--- src/rtl/blinkn_pwm.sv ---
// N-channel LED/indicator driver: shared prescaler and phase counter feeding
// per-channel OFF/ON/PWM/ONESHOT mode logic, programmed by a one-cycle write port.
module blinkn_pwm #(
  parameter int unsigned NR_CH   = 4,
  parameter int unsigned PRE_DIV = 1000,
  parameter int unsigned DUTY_W  = 8,
  localparam int unsigned CH_W   = (NR_CH > 1) ? $clog2(NR_CH) : 1
) (
  input  logic              clk_i,
  input  logic              rst_in,
  input  logic              clr_i,
  input  logic [NR_CH-1:0]  en_i,
  input  logic              cfg_we_i,
  input  logic [CH_W-1:0]   cfg_ch_i,
  input  logic [1:0]        cfg_mode_i,
  input  logic [DUTY_W-1:0] cfg_duty_i,
  output logic              tick_o,
  output logic [NR_CH-1:0]  out_o,
  output logic [NR_CH-1:0]  done_o
);

  localparam int unsigned PRE_W = $clog2(PRE_DIV);
  localparam logic [PRE_W-1:0] PRE_LAST = PRE_W'(PRE_DIV - 1);

  localparam logic [1:0] MODE_OFF     = 2'd0;
  localparam logic [1:0] MODE_ON      = 2'd1;
  localparam logic [1:0] MODE_PWM     = 2'd2;
  localparam logic [1:0] MODE_ONESHOT = 2'd3;

  logic [PRE_W-1:0]              pre_q, pre_d;
  logic [DUTY_W-1:0]             phase_q, phase_d;
  logic                          tick_q, tick_d;
  logic [NR_CH-1:0][1:0]         mode_q, mode_d;
  logic [NR_CH-1:0][DUTY_W-1:0]  duty_q, duty_d;
  logic [NR_CH-1:0][DUTY_W-1:0]  cnt_q, cnt_d;
  logic [NR_CH-1:0]              out_q, out_d;
  logic [NR_CH-1:0]              done_q, done_d;
  logic [NR_CH-1:0]              raw;

  always_comb begin
    pre_d   = pre_q;
    phase_d = phase_q;
    tick_d  = 1'b0;
    if (clr_i) begin
      pre_d   = '0;
      phase_d = '0;
    end else begin
      tick_d  = (pre_q == PRE_LAST);
      pre_d   = (pre_q == PRE_LAST) ? '0 : pre_q + 1'b1;
      phase_d = tick_q ? phase_q + 1'b1 : phase_q;
    end
  end

  always_comb begin
    mode_d = mode_q;
    duty_d = duty_q;
    cnt_d  = cnt_q;
    done_d = '0;
    raw    = '0;
    out_d  = '0;
    for (int unsigned c = 0; c < NR_CH; c++) begin
      case (mode_q[c])
        MODE_ON:      raw[c] = 1'b1;
        MODE_PWM:     raw[c] = (phase_q < duty_q[c]);
        MODE_ONESHOT: raw[c] = (cnt_q[c] != '0);
        default:      raw[c] = 1'b0;
      endcase
      out_d[c] = en_i[c] & raw[c];

      // A write to this channel takes precedence over a same-cycle tick decrement;
      // out-of-range channel indices never match any c and are dropped.
      if (cfg_we_i && (32'(cfg_ch_i) == c)) begin
        duty_d[c] = cfg_duty_i;
        if (cfg_mode_i == MODE_ONESHOT) begin
          cnt_d[c] = cfg_duty_i;
          if (cfg_duty_i == '0) begin
            mode_d[c] = MODE_OFF;
            done_d[c] = 1'b1;
          end else begin
            mode_d[c] = MODE_ONESHOT;
          end
        end else begin
          mode_d[c] = cfg_mode_i;
          cnt_d[c]  = '0;
        end
      end else if (tick_q && (mode_q[c] == MODE_ONESHOT) && (cnt_q[c] != '0)) begin
        cnt_d[c] = cnt_q[c] - 1'b1;
        if (cnt_q[c] == DUTY_W'(1)) begin
          mode_d[c] = MODE_OFF;
          done_d[c] = 1'b1;
        end
      end
    end
  end

  always_ff @(posedge clk_i or negedge rst_in) begin
    if (!rst_in) begin
      pre_q   <= '0;
      phase_q <= '0;
      tick_q  <= 1'b0;
      mode_q  <= '0;
      duty_q  <= '0;
      cnt_q   <= '0;
      out_q   <= '0;
      done_q  <= '0;
    end else begin
      pre_q   <= pre_d;
      phase_q <= phase_d;
      tick_q  <= tick_d;
      mode_q  <= mode_d;
      duty_q  <= duty_d;
      cnt_q   <= cnt_d;
      out_q   <= out_d;
      done_q  <= done_d;
    end
  end

  assign tick_o = tick_q;
  assign out_o  = out_q;
  assign done_o = done_q;

endmodule

--- config.mk ---
export PLATFORM = sky130hd
export DESIGN_NAME = blinkn_pwm
export DESIGN_NICKNAME = d
export VERILOG_FILES = /design/src/rtl/blinkn_pwm.sv
export SDC_FILE = /design/constraint.sdc
export NUM_CORES = 1
export LEC_CHECK = 0
export BUFFER_PORTS_ARGS = -buffer_cell sky130_fd_sc_hd__buf_2
export CAP_MARGIN = 40
export CORE_ASPECT_RATIO = 1.5
export CORE_MARGIN = 10
export CORE_UTILIZATION = 55
export DETAILED_ROUTE_END_ITERATION = 8
export PLACE_DENSITY = 0.73
export SYNTH_ARGS = -nofsm -noshare
export SYNTH_HDL_FRONTEND = slang
export SYNTH_SLANG_ARGS = --single-unit
--- constraint.sdc ---
create_clock -name clk_i -period 2.1 [get_ports clk_i]
set_clock_uncertainty 0.05 [all_clocks]
set_input_delay 0.21 -clock clk_i [delete_from_list [all_inputs] [get_ports clk_i]]
set_output_delay 0.21 -clock clk_i [all_outputs]
set_load 0.01 [all_outputs]
==> results.tsv <==
stage	metric	value	unit
status	outcome	finished clean	
timing	minimum clock period	1.93	ns
clock_network	clock tree from TritonCTS	yes	
global_route	total congestion overflow	0	
floorplanning	DIE WIDTH	102	um
min_path	Hold Path Sink	out_o[3]$_DFF_PN0_	
floorplanning	Core Region	9690	um^2
critical_path	critical-path maximum fanout	4	
finish	Area Overhead vs Synth	11.7	%
logic_synthesis	post-synth top area share	45.2	%
clock_network	CTS sink count	99	
timing	fmax	518	MHz
logic_synthesis	cell count after synthesis	575	
critical_path	Crit Path Class	reg -> reg	
place	I/O Buffers	28	
finish	commonest non-fill, non-tap cells in the layout	dfrtp_1 (99), nand2_1 (61), nor2_1 (53)	
critical_path	Worst R2R Setup Slack	0.17	ns
finish	nets	671	
clock_network	worst-skew pair later-pin latency	0.34	ns
logic_synthesis	Yosys reg bits	99	
floorplanning	num ports	29	
critical_path	cell family with most CP delay	simple AND/OR/NAND/NOR gates	
power_and_ir_drop	power density over the cells	790	nW/um^2
clock_network	clk root buf	clkbuf_16	
place	pre-CTS setup slack	0.157	ns
clock_network	Post-CTS Setup Repair Bufs	0	
timing	Tightest Pin Transition	0.635	ns
timing	Final Hold Fails	0	
critical_path	CP endpoint kind	register	
global_route	largest net degree at the start of global routing	50	
clock_network	clk slew on worst S/H paths	0.07	ns
timing	Worst slew margin	57.5	%
critical_path	CP Launch Type	register	
timing	final setup vio count	0	
logic_synthesis	warnings from Yosys	0	
place	Final HPWL DP	9590	um
min_path	Worst Min Path Start	en_i[3]	
timing	Setup WS post-layout	0.169	ns
logic_synthesis	Yosys cell types	53	
global_route	vias in the first global route	4413	
logic_synthesis	Async SR Flop Fraction	100	%
clock_network	CTS H-tree depth	3	
power_and_ir_drop	Max VDD drop	608	uV
place	GPL Wtd Cong	0.868	
critical_path	CP cell instances	inv_1, ha_2, or3b_2, nor3_1, or4_1, a21oi_1, a21o_1	
detailed_routing	Final ANT Viol Nets	0	
logic_synthesis	largest family of logic cells by synthesized area	simple AND/OR/NAND/NOR gates	
logic_synthesis	synth top area cells	dfrtp_1 (45%), ha_1 (9.6%), nand2_1 (4.2%), nor2_1 (3.7%), o21ai_0 (3.5%)	
detailed_routing	via/cell ratio	5.85	
critical_path	Reg2Reg Launch Point	cnt_q[8]$_DFFE_PN0P_	
job	max-cap violation count	0	
timing	hold_ws	0.0534	ns
logic_synthesis	post-synthesis simple-gate area fraction	18.6	%
timing	RSZ-0062 raised after global routing	false	
logic_synthesis	post-synthesis sequential area ratio	45.2	%
logic_synthesis	ys flop type	dfrtp_1	
logic_synthesis	synthesized area	5480	um^2
power_and_ir_drop	static leakage	2.84	nW
critical_path	critical path's largest stage delay	0.48	ns
detailed_routing	drt initial violations	262	
logic_synthesis	leading area contributor after synthesis	dfrtp_1	
logic_synthesis	multiplexer area fraction after synthesis	4.56	%
detailed_routing	DRT Pass-1 Iters	5	
logic_synthesis	compound-gate portion of the synthesized area	12.3	%
min_path	Worst Hold Class	in -> reg	
clock_network	CTS max path bufs	2	
critical_path	Bufs and invs on worst path	1	
detailed_routing	DR vias	4268	
power_and_ir_drop	total power	0.00484	W
logic_synthesis	Avg Inst Size Synth	9.54	um^2
critical_path	r2r worst-path depth	7	
critical_path	Crit path required time	2.29	ns
floorplanning	Die Footprint	14400	um^2
floorplanning	Die Ht	142	um
floorplanning	# rows	44	
global_route	initial antenna violation count	0	
timing	final worst path period share	92.0	%
place	# placed instances	712	
detailed_routing	DRC	0	
finish	layout cells sized above 1	14.3	%
clock_network	CTS Buf Count	9	
floorplanning	Initial Utilization	56.6	%
detailed_routing	final wirelength	13000	um
global_route	global-route wire length before repair	21700	um
timing	setup TNS	0	ns
critical_path	critical path's slowest cell	or3b_2	
logic_synthesis	Post-synth EDFFs	0	
detailed_routing	per-cell routed wire length	17.8	um
finish	most common cell after layout, fill and taps aside	dfrtp_1	
critical_path	worst endpoint data arrival time	2.12	ns
min_path	Hold Path Cell Cnt	2	
finish	ANT cells	0	
finish	Final Non-Filler Cells	729	
logic_synthesis	post-synthesis xor/xnor area fraction	4.95	%
global_route	gr usage total	18.8	%
logic_synthesis	adder-cell share of the synthesized area	9.58	%
critical_path	worst r2r dst	cnt_q[11]$_DFFE_PN0P_	
timing	fin. max-slew vios	0	
logic_synthesis	Syn Nets	637	
## timing repair
action,CTS,global route
gates resized for setup,0,3
hold buffers,1,0
hold endpoints to repair,34,0
setup endpoints to repair,0,2
## synthesized netlist by cell type, types with 3 or more instances
master / number
a211oi_1: 7
a21o_1: 6
a21oi_1: 24
a311oi_1: 3
a31oi_1: 6
and3_1: 14
clkbuf_1: 15
dfrtp_1: 99
ha_1: 42
inv_1: 48
mux2_2: 16
mux2i_1: 7
nand2_1: 61
nand2b_1: 6
nand3_1: 15
nand3b_1: 4
nand4_1: 9
nand4b_1: 3
nor2_1: 54
nor3_1: 13
nor3b_1: 3
nor4_1: 7
o21ai_0: 38
o22ai_1: 6
or3_1: 4
xnor2_1: 14
xor2_1: 17
## where the power goes
| group | switching [W] | total, W | internal, W |
|---|---|---|---|
| Combinational | 0.000460 | 0.000819 | 0.000359 |
| Clock | 0.000741 | 0.00170 | 0.000954 |
| Sequential | 0.000190 | 0.00233 | 0.00214 |
| Total | 0.00139 | 0.00484 | 0.00345 |
## routing by layer
layer | track usage, % | share of wire (%) | wire length (um)
met4 | 8.90 | 2.8 | 359
met3 | 3.50 | 3.7 | 477
met5 | 0 | 0 | 0
met1 | 21.3 | 41 | 5270
met2 | 32.8 | 53 | 6900
## registers in the layout, summed over array words and instances (netlist names)
signal and cells:
out_o 4, duty_q 32, done_o 4, tick_o 1, cnt_q 32, phase_q 8
pre_q 10, mode_q 8
## layout make-up
cell class	instances	area (um^2)
flip-flops and latches	99	2480
multi-input cells	409	2760
repair buffers	42	263
clock buffers	10	239
well taps	115	144
clock inverters	6	65.1
inverters	48	180
fillers	839	3560
## worst reg2reg max path, cell delays in order (launching register included)
cell and delay, ns:
dfrtp_1 0.43, inv_1 0.11, ha_2 0.23, or3b_2 0.48, nor3_1 0.19, or4_1 0.14, a21oi_1 0.05, a21o_1 0.15
## how the worst max path moves through the flow
stage	start	endpoint	slack (ns)	depth (start not counted)
floorplan	cnt_q[8]$_DFFE_PN0P_	cnt_q[11]$_DFFE_PN0P_	0.30	7
global placement	cnt_q[8]$_DFFE_PN0P_	cnt_q[9]$_DFFE_PN0P_	0.20	7
detailed placement	cnt_q[8]$_DFFE_PN0P_	cnt_q[9]$_DFFE_PN0P_	0.16	7
CTS	cnt_q[8]$_DFFE_PN0P_	cnt_q[8]$_DFFE_PN0P_	0.13	7
global route	cnt_q[9]$_DFFE_PN0P_	cnt_q[8]$_DFFE_PN0P_	0.04	7
finish	cnt_q[8]$_DFFE_PN0P_	cnt_q[11]$_DFFE_PN0P_	0.17	7
## cell families (layout without fill, tap and decap cells)
logic type,after synthesis,in the layout
xor gates and xnor gates,31,31
buffers and inverters,67,106
muxes,23,23
and+or+nand+nor,207,207
DFF,99,99
AOI/OAI and AO/OA,106,106
adders and majority gates,42,42
## stage by stage
stage          utilization [%]  cell area (um^2)
2_1_floorplan                -              5480
3_3_place_gp              59.9              5800
3_5_place_dp              59.9              5800
4_1_cts                   63.1              6110
5_1_grt                   63.2              6130
6_report                  63.2              6130
Power figures use the tool's default switching activity.
